===== config.mk =====
export PLATFORM = sky130hd
export DESIGN_NAME = alu_op_sequencer_flat
export DESIGN_NICKNAME = d
export VERILOG_FILES = /design/src/rtl/alu_op_sequencer_if.sv /design/src/rtl/alu_op_sequencer.sv /design/src/flat_wrapper.sv
export SDC_FILE = /design/constraint.sdc
export NUM_CORES = 1
export LEC_CHECK = 0
export BUFFER_PORTS_ARGS = -buffer_cell sky130_fd_sc_hd__buf_2
export CELL_PAD_IN_SITES_DETAIL_PLACEMENT = 0
export CELL_PAD_IN_SITES_GLOBAL_PLACEMENT = 1
export CORE_UTILIZATION = 40
export DETAILED_ROUTE_END_ITERATION = 10
export PLACE_DENSITY = 0.79
export SLEW_MARGIN = 10
export SYNTH_ARGS = -nofsm -noshare
export SYNTH_HDL_FRONTEND = slang
export SYNTH_SLANG_ARGS = --single-unit
export TNS_END_PERCENT = 20

===== constraint.sdc =====
create_clock -name clk -period 2.7 [get_ports clk]
set_input_delay 0.27 -clock clk [delete_from_list [all_inputs] [get_ports clk]]
set_output_delay 0.27 -clock clk [all_outputs]
set_load 0.05 [all_outputs]

===== src/rtl/alu_op_sequencer_if.sv =====
// rtl/alu_op_sequencer_if.sv - request/result handshake bundle for the ALU op sequencer
interface alu_op_sequencer_if #(
    parameter int WIDTH = 4
);
    logic               in_valid;
    logic               in_ready;
    logic [2:0]         op;
    logic [WIDTH-1:0]   a;
    logic [WIDTH-1:0]   b;
    logic               out_valid;
    logic               out_ready;
    logic [2*WIDTH-1:0] result;
    logic               carry;
    logic               zero;

    modport master (
        output in_valid, op, a, b, out_ready,
        input  in_ready, out_valid, result, carry, zero
    );

    modport slave (
        input  in_valid, op, a, b, out_ready,
        output in_ready, out_valid, result, carry, zero
    );
endinterface


===== src/rtl/alu_op_sequencer.sv =====
// rtl/alu_op_sequencer.sv - one-at-a-time ALU op sequencer with shift-add multiply
module alu_op_sequencer #(
    parameter int WIDTH = 4,
    parameter int CNT_W = 8
) (
    input  logic             clk,
    input  logic             rst,
    alu_op_sequencer_if.slave bus,
    output logic             busy,
    output logic [CNT_W-1:0] op_count
);
    localparam int CW = (WIDTH > 1) ? $clog2(WIDTH) : 1;

    typedef enum logic [1:0] {IDLE, EXEC, MUL, DONE} state_t;

    state_t             state_q;
    logic [2:0]         op_q;
    logic [WIDTH-1:0]   a_q;
    logic [WIDTH-1:0]   b_q;
    logic [2*WIDTH-1:0] acc_q;
    logic [2*WIDTH-1:0] mcand_q;
    logic [WIDTH-1:0]   mplier_q;
    logic [CW-1:0]      cnt_q;
    logic               in_ready_q;
    logic               out_valid_q;
    logic               busy_q;
    logic [2*WIDTH-1:0] result_q;
    logic               carry_q;
    logic               zero_q;
    logic [CNT_W-1:0]   op_count_q;

    logic [WIDTH:0]     sum_d;
    logic [WIDTH:0]     diff_d;
    logic [WIDTH-1:0]   logic_d;
    logic               exec_carry_d;
    logic [2*WIDTH-1:0] exec_res_d;
    logic [2*WIDTH-1:0] acc_d;

    // Single-cycle results are formed from the latched operands only.
    always_comb begin
        sum_d        = {1'b0, a_q} + {1'b0, b_q};
        diff_d       = {1'b0, a_q} - {1'b0, b_q};
        logic_d      = '0;
        exec_carry_d = 1'b0;
        case (op_q)
            3'b000: logic_d = a_q & b_q;
            3'b001: logic_d = a_q | b_q;
            3'b010: logic_d = a_q ^ b_q;
            3'b011: logic_d = ~(a_q ^ b_q);
            3'b100: begin
                logic_d      = sum_d[WIDTH-1:0];
                exec_carry_d = sum_d[WIDTH];
            end
            3'b101: begin
                logic_d      = diff_d[WIDTH-1:0];
                exec_carry_d = diff_d[WIDTH];
            end
            3'b110: logic_d = ~a_q;
            default: logic_d = '0;
        endcase
        exec_res_d = {{WIDTH{1'b0}}, logic_d};
        acc_d      = acc_q + (mplier_q[0] ? mcand_q : '0);
    end

    always_ff @(posedge clk or posedge rst) begin
        if (rst) begin
            state_q     <= IDLE;
            op_q        <= '0;
            a_q         <= '0;
            b_q         <= '0;
            acc_q       <= '0;
            mcand_q     <= '0;
            mplier_q    <= '0;
            cnt_q       <= '0;
            in_ready_q  <= 1'b1;
            out_valid_q <= 1'b0;
            busy_q      <= 1'b0;
            result_q    <= '0;
            carry_q     <= 1'b0;
            zero_q      <= 1'b0;
            op_count_q  <= '0;
        end else begin
            case (state_q)
                IDLE: begin
                    if (bus.in_valid && in_ready_q) begin
                        op_q       <= bus.op;
                        a_q        <= bus.a;
                        b_q        <= bus.b;
                        acc_q      <= '0;
                        mcand_q    <= {{WIDTH{1'b0}}, bus.a};
                        mplier_q   <= bus.b;
                        cnt_q      <= '0;
                        in_ready_q <= 1'b0;
                        busy_q     <= 1'b1;
                        state_q    <= (bus.op == 3'b111) ? MUL : EXEC;
                    end
                end
                EXEC: begin
                    result_q    <= exec_res_d;
                    carry_q     <= exec_carry_d;
                    zero_q      <= (exec_res_d == '0);
                    out_valid_q <= 1'b1;
                    state_q     <= DONE;
                end
                MUL: begin
                    // One multiplier bit per cycle; the last iteration registers the product.
                    acc_q    <= acc_d;
                    mcand_q  <= mcand_q << 1;
                    mplier_q <= mplier_q >> 1;
                    cnt_q    <= cnt_q + CW'(1);
                    if (cnt_q == CW'(WIDTH - 1)) begin
                        result_q    <= acc_d;
                        carry_q     <= 1'b0;
                        zero_q      <= (acc_d == '0);
                        out_valid_q <= 1'b1;
                        state_q     <= DONE;
                    end
                end
                DONE: begin
                    if (bus.out_ready) begin
                        out_valid_q <= 1'b0;
                        op_count_q  <= op_count_q + CNT_W'(1);
                        busy_q      <= 1'b0;
                        in_ready_q  <= 1'b1;
                        state_q     <= IDLE;
                    end
                end
                default: state_q <= IDLE;
            endcase
        end
    end

    assign bus.in_ready  = in_ready_q;
    assign bus.out_valid = out_valid_q;
    assign bus.result    = result_q;
    assign bus.carry     = carry_q;
    assign bus.zero      = zero_q;
    assign busy          = busy_q;
    assign op_count      = op_count_q;
endmodule

===== src/flat_wrapper.sv =====
// flat-port wrapper written by rule: the top's interface ports become plain ports
module alu_op_sequencer_flat 
#(
    parameter int WIDTH = 4,
    parameter int CNT_W = 8
)
  (clk, rst, busy, op_count, bus_in_valid, bus_op, bus_a, bus_b, bus_out_ready, bus_in_ready, bus_out_valid, bus_result, bus_carry, bus_zero);
  alu_op_sequencer_if #(.WIDTH(WIDTH)) bus_i ();
  input  logic clk;
  input  logic rst;
  output logic busy;
  output logic [CNT_W-1:0] op_count;
  input wire logic [$bits(bus_i.in_valid)-1:0] bus_in_valid;
  input wire logic [$bits(bus_i.op)-1:0] bus_op;
  input wire logic [$bits(bus_i.a)-1:0] bus_a;
  input wire logic [$bits(bus_i.b)-1:0] bus_b;
  input wire logic [$bits(bus_i.out_ready)-1:0] bus_out_ready;
  output wire logic [$bits(bus_i.in_ready)-1:0] bus_in_ready;
  output wire logic [$bits(bus_i.out_valid)-1:0] bus_out_valid;
  output wire logic [$bits(bus_i.result)-1:0] bus_result;
  output wire logic [$bits(bus_i.carry)-1:0] bus_carry;
  output wire logic [$bits(bus_i.zero)-1:0] bus_zero;
  assign bus_i.in_valid = bus_in_valid;
  assign bus_i.op = bus_op;
  assign bus_i.a = bus_a;
  assign bus_i.b = bus_b;
  assign bus_i.out_ready = bus_out_ready;
  assign bus_in_ready = bus_i.in_ready;
  assign bus_out_valid = bus_i.out_valid;
  assign bus_result = bus_i.result;
  assign bus_carry = bus_i.carry;
  assign bus_zero = bus_i.zero;
  alu_op_sequencer #(.WIDTH(WIDTH), .CNT_W(CNT_W)) u_core (.clk(clk), .rst(rst), .bus(bus_i), .busy(busy), .op_count(op_count));
endmodule

==> results of run 1 <==
==> path summary, 6_finish.rpt <==
path                       slack (ns)                 start  depth (start not counted)              endpoint
hold / removal                   0.20              bus_b[3]                          2    u_core.mplier_q[3]
max in group asynchronous        1.54                   rst                          4   u_core.bus.in_ready
setup reg to reg                 0.32         u_core.b_q[0]                          9       u_core.bus.zero
hold reg to reg                  0.48  u_core.bus.result[0]                          2  u_core.bus.result[0]
min in group asynchronous        0.48                   rst                          3       u_core.cnt_q[0]
setup / recovery                 0.32         u_core.b_q[0]                          9       u_core.bus.zero
==> cells by family (layout without fill, tap and decap cells) <==
group | Yosys count | after routing | synth area share [%]
buffers and inverters | 32 | 70 | 4.16
XOR/XNOR | 15 | 15 | 4.08
adder cells (fa/ha/maj) | 27 | 27 | 11.2
AND/OR/NAND/NOR | 83 | 83 | 12.2
AO/OA/AOI/OAI | 77 | 77 | 16.1
flip-flops | 56 | 56 | 43.6
multiplexers | 25 | 25 | 8.70
==> synth_stat cells, drive strengths merged, types with 2 or more instances <==
cell / instances
mux2: 14
nor3b: 2
dfrtp: 55
ha: 24
o211ai: 2
and3: 2
mux2i: 10
buf: 8
inv: 20
and2: 8
xor2: 8
o22ai: 2
nand2b: 5
a21oi: 11
xnor2: 7
clkbuf: 4
nor2b: 4
a211oi: 6
fa: 3
nand3: 8
nor2: 14
o21ai: 27
nor4: 2
a22o: 12
a21o: 3
nand2: 33
nor3: 2
==> final cells by class <==
| cell class | instances | share of cell area [%] |
|---|---|---|
| clock inverters | 2 | 1.07 |
| well taps | 102 | 3.51 |
| repair buffers | 42 | 6.34 |
| flip-flops and latches | 56 | 38.6 |
| multi-input cells | 227 | 46.4 |
| inverters | 20 | 2.07 |
| clock buffers | 6 | 2.00 |
==> routing by layer <==
metal  global-route usage [%]  share of wire [%]  up-vias
met5                        0                  0        -
met4                     4.30               0.78        0
met3                     3.32                4.3        4
met2                     27.4                 44       44
met1                     26.3                 51     1126
li1                         -                  -     1187
==> power breakdown <==
part / switching (mW) / total, mW / internal (mW)
sequential: 0.297 / 1.42 / 1.12
combinational: 1.39 / 2.28 / 0.890
clock: 0.288 / 0.569 / 0.281
==> layout by cell type (no fill, tap or decap), drive strengths merged, types with 2 or more instances in the layout <==
cell type,instances
a211oi,6
and2,8
nand2,33
buf,41
mux2,14
a21oi,11
nor3,2
o21ai,27
nor4,2
inv,21
and3,2
o22ai,2
nand2b,5
xor2,8
fa,3
o211ai,2
a21o,3
clkbuf,6
a22o,12
nor3b,2
nor2,14
dfrtp,55
nor2b,4
nand3,8
xnor2,7
mux2i,10
ha,24
==> flip-flops by register name, summed over array words and instances (netlist names) <==
signal,cells
u_core.a_q,4
u_core.op_q,3
u_core.state_q,2
u_core.cnt_q,2
u_core.bus.out_valid,1
u_core.mcand_q,8
u_core.bus.carry,1
u_core.bus.result,8
u_core.acc_q,8
u_core.busy,1
u_core.op_count,8
u_core.mplier_q,4
u_core.bus.in_ready,1
u_core.b_q,4
u_core.bus.zero,1
==> through the flow <==
step / power, mW / util [%] / hold slack, ns / std cells / setup WS [ns]
2_1_floorplan: 3.16 / - / 0.403 / 315 / 0.478
3_5_place_dp: 3.72 / 45.2 / 0.308 / 446 / 0.330
3_3_place_gp: 3.67 / 45.2 / 0.300 / 446 / 0.385
5_1_grt: 4.64 / 46.7 / 0.192 / 455 / 0.124
6_report: 4.27 / 46.7 / 0.201 / 455 / 0.316
4_1_cts: 4.29 / 46.7 / 0.190 / 455 / 0.301
==> timing repair <==
| item | CTS | global route |
|---|---|---|
| endpoints found under the hold margin | 19 | 0 |
| endpoints found under the setup margin | 0 | 0 |
| hold buffers | 1 | 0 |
| gates resized for setup | 0 | 0 |
==> impl_metrics.toml, run 1 <==
[synthesis]
synth_top_flop_cell = "dfrtp_1"
synth_top_cells_by_area = "dfrtp_1, ha_1, mux2_2"
synth_area_per_cell_um2 = 10.2
count_of_flip_flops_with_a_built_in_enable_after_synthesis = 0
combined_area_of_all_synthesized_cells_mm2 = 0.00322
synth_sequential_area_ratio_pct = 43.6
synth_async_sr_flop_share_pct = 100
synthDistinctLibCells = 54
synth_cells = 315
yosys.area.top_type_share_pct = 42.7
ys_seq_elements = 56
synth_nets = 357
synth.yosys.warnings = 0
synth_top_area_cell = "dfrtp_1"

[layout]
synthToLayoutAreaGrowth_pct = 12.7
final_design_area_no_fill_mm2 = 0.00363
antennaDiodeCount = 0
post_route_cells_drive_above_1_share_pct = 19.0
register_area_mm2 = 0.00140
footprint_of_the_multi_input_gates_mm2 = 0.00168
fill_cells = 750
nNetsFinal = 394

[min_path]
worst_min_delay_path_category = "input pin to flip-flop"

[global_routing]
grt_pass1_vias = 2261
track_usage_pct = 18.0
grt_pass1_wl_um = 11800
globalRouteOverflowTotal = 0
grt_antenna_before_repair = 0
largest_net_degree_at_the_start_of_global_routing = 28

[detailed_routing]
drcViolationCount = 0
antenna_left = 0
post_drt_via_cell_ratio = 5.19
drt-wirelength-per-cell_um = 15.2
routed_wirelength_um = 6930
detailroute.via_count = 2361
detail_route.first_pass.iterations = 4
dr.first_iter.drc_count = 112

[floorplan]
pin_count = 36
die_height_um = 91.7
floorplan.initialDensity_pct = 41.5
core.rowCount = 32
die_area_mm2 = 0.00841
die_width_um = 91.7
coreArea_mm2 = 0.00777

[cts]
clock_insertion_delay_worst_skew_ns = 0.32
numClockSinks = 56
clock-root-buffer = "clkbuf_8"
tritoncts.num_buffers = 5
clk_transition_reported_paths_ns = 0.11
h-tree-depth = 2
cts_setup_buffers = 0
cts.path.max_buffers = 2
cts_tree = "done"

[sta]
tightestPinTransition_ns = 0.616
finalCritPeriodShare_pct = 88.3
final.setup_skew_ns = 0.0128
timing_hold_violations_final = 0
finalSetupTns_ns = 0
layout_min_cycle_time_ns = 2.38
slew_headroom_pct = 58.8
finalSetupViolCount = 0
maxSlewViolCount = 0
rsz0062_at_grt = "no"
max_freq_mhz = 419

[worst_setup_path]
critical_path_arrival_ns = 2.65
crit_path_cell_chain = "ha_1, inv_1, fa_1, inv_1, mux4_2, o31a_1, nor3_1, a32o_1, a41o_1"
end_kind = "flip-flop"
path_max_fanout = 4
cpMostUsedCell = "inv_1"
critical-path-slowest-cell = "fa_1"
max_incr_delay_on_cp_ns = 0.47
path_delay_family = "adder cells"
crit_path_start_kind = "flip-flop"
required_ns = 2.96
path_class = "flip-flop to flip-flop"
crit_buf_inv = 2

[power]
total_leakage_power_nw = 1.78
vdd.ir_drop.worst_mv = 0.716
p_per_area_mw_per_mm2 = 1180

[placed_design]
dpl.hpwl_um = 5290
globalplace.congestion = 0.845
portBuffers = 35
dpl_cell_area_mm2 = 0.00351

[status]
run_status = "finished, final reports clean"

[run]
max_cap_violations = 0
Power figures use the tool's default switching activity.
==> inputs of run 2 (changes only) <==
--- a/config.mk
+++ b/config.mk
@@ -9,6 +9,7 @@
 export CELL_PAD_IN_SITES_DETAIL_PLACEMENT = 0
 export CELL_PAD_IN_SITES_GLOBAL_PLACEMENT = 1
 export CORE_UTILIZATION = 40
+export CTS_BUF_LIST = sky130_fd_sc_hd__clkbuf_4 sky130_fd_sc_hd__clkbuf_8
 export DETAILED_ROUTE_END_ITERATION = 10
 export PLACE_DENSITY = 0.79
 export SLEW_MARGIN = 10
==> impl_metrics.toml, run 2 (synthesis gave the netlist of run 1 again) <==
[status]
run_status = "finished, final reports clean"

[cts]
clock_insertion_delay_worst_skew_ns = 0.32
cts-resized-gates = 0
clock-root-buffer = "clkbuf_8"
numClockSinks = 56
cts-hold-fix-buffers = 1
cts_tree = "done"
tritoncts.num_buffers = 5
clk_transition_reported_paths_ns = 0.11
cts.path.max_buffers = 2
h-tree-depth = 2
cts_setup_buffers = 0

[detailed_routing]
detailroute.via_count = 2361
detail_route.first_pass.iterations = 4
dr.first_iter.drc_count = 112
antenna_left = 0
drt-wirelength-per-cell_um = 15.2
routed_wirelength_um = 6930
post_drt_via_cell_ratio = 5.19
drcViolationCount = 0

[worst_setup_path]
path_max_fanout = 4
reg2reg_to = "u_core.bus.zero"
crit_path_start_kind = "flip-flop"
r2r.worst_path.cells = 9
max_incr_delay_on_cp_ns = 0.47
path_class = "flip-flop to flip-flop"
critical-path-slowest-cell = "fa_1"
cpMostUsedCell = "inv_1"
required_ns = 2.96
end_kind = "flip-flop"
critical_path.reg2reg.startpoint = "u_core.b_q[0]"
path_delay_family = "adder cells"
crit_path_cell_chain = "ha_1, inv_1, fa_1, inv_1, mux4_2, o31a_1, nor3_1, a32o_1, a41o_1"
crit_buf_inv = 2
critical_path_arrival_ns = 2.65
r2r_setup_slack_ns = 0.32

[sta]
finalCritPeriodShare_pct = 88.3
timing_hold_violations_final = 0
final.setup_skew_ns = 0.0128
finalSetupViolCount = 0
finalSetupTns_ns = 0
hold-worst-slack_ns = 0.201
tightestPinTransition_ns = 0.618
layout_min_cycle_time_ns = 2.38
slew_headroom_pct = 58.7
maxSlewViolCount = 0
rsz0062_at_grt = "no"
max_freq_mhz = 419

[global_routing]
grt_pass1_wl_um = 11800
track_usage_pct = 18.0
grt_antenna_before_repair = 0
grt_pass1_vias = 2261
globalRouteOverflowTotal = 0
largest_net_degree_at_the_start_of_global_routing = 28

[floorplan]
die_area_mm2 = 0.00841
die_height_um = 91.7
pin_count = 36
floorplan.initialDensity_pct = 41.5
coreArea_mm2 = 0.00777
core.rowCount = 32
die_width_um = 91.7

[layout]
commonest_cells_after_routing_fill_and_taps_aside = "dfrtp_1, buf_2, nand2_1"
antennaDiodeCount = 0
synthToLayoutAreaGrowth_pct = 12.9
finish.utilization_pct = 46.8
footprint_of_the_multi_input_gates_mm2 = 0.00168
register_area_mm2 = 0.00140
post_route_cells_drive_above_1_share_pct = 19.3
fill_cells = 750
nNetsFinal = 394
most_frequent_standard_cell_in_the_layout_excluding_fill_and_tap_cells = "dfrtp_1"

[power]
p_per_area_mw_per_mm2 = 1180
total_leakage_power_nw = 1.78
vdd.ir_drop.worst_mv = 0.717

[run]
max_cap_violations = 0

[placed_design]
portBuffers = 35
globalplace.congestion = 0.845
dpl.hpwl_um = 5290

[min_path]
worst_hold_path.num_cells = 2
hold_end = "u_core.mplier_q[3]"
timing.hold.worst.start = "bus_b[3]"
worst_min_delay_path_category = "input pin to flip-flop"
-- run 2: cell counts in the layout (fill, tap and decap cells not counted) --
No cell type changed its count.
-- run 2: worst max-delay path by stage --
stage | start | endpoint | slack (ns) | cells past startpoint
floorplan | u_core.b_q[0] | u_core.bus.zero | 0.48 | 9
CTS | u_core.b_q[0] | u_core.bus.zero | 0.30 | 9
global placement | u_core.b_q[0] | u_core.bus.zero | 0.39 | 9
detailed placement | u_core.b_q[0] | u_core.bus.zero | 0.33 | 9
global route | u_core.b_q[0] | u_core.bus.zero | 0.12 | 9
finish | u_core.b_q[0] | u_core.bus.zero | 0.32 | 9
-- run 2: cell type report --
class                      count  area share, %
multi-input combinational    227           46.3
sequential                    56           38.6
clock inverter                 2           1.07
inverter                      20           2.07
clock buffer                   6           2.10
tap                          102           3.51
timing repair buffer          42           6.33
-- run 2: metal layers --
layer	vias up	GRT usage, %	wire length, µm
met1	1126	26.3	3520
met4	0	4.30	54
met5	-	0	0
li1	1187	-	-
met3	4	3.32	295
met2	44	27.4	3060
-- run 2: stage by stage --
stage                     setup slack, ns  area [µm²]  instances  power (mW)
final                               0.316        3630        455        4.28
after global routing                0.124        3630        455        4.65
after CTS                           0.301        3630        455        4.30
after detailed placement            0.330        3510        446        3.72
after global placement              0.385        3510        446        3.67
after floorplan                     0.478        3220        315        3.16
-- run 2: where the power goes --
group          switching [mW]  total [mW]  internal (mW)
clock                   0.288       0.579          0.291
sequential              0.297        1.42           1.12
combinational            1.39        2.28          0.890
total                    1.98        4.28           2.31
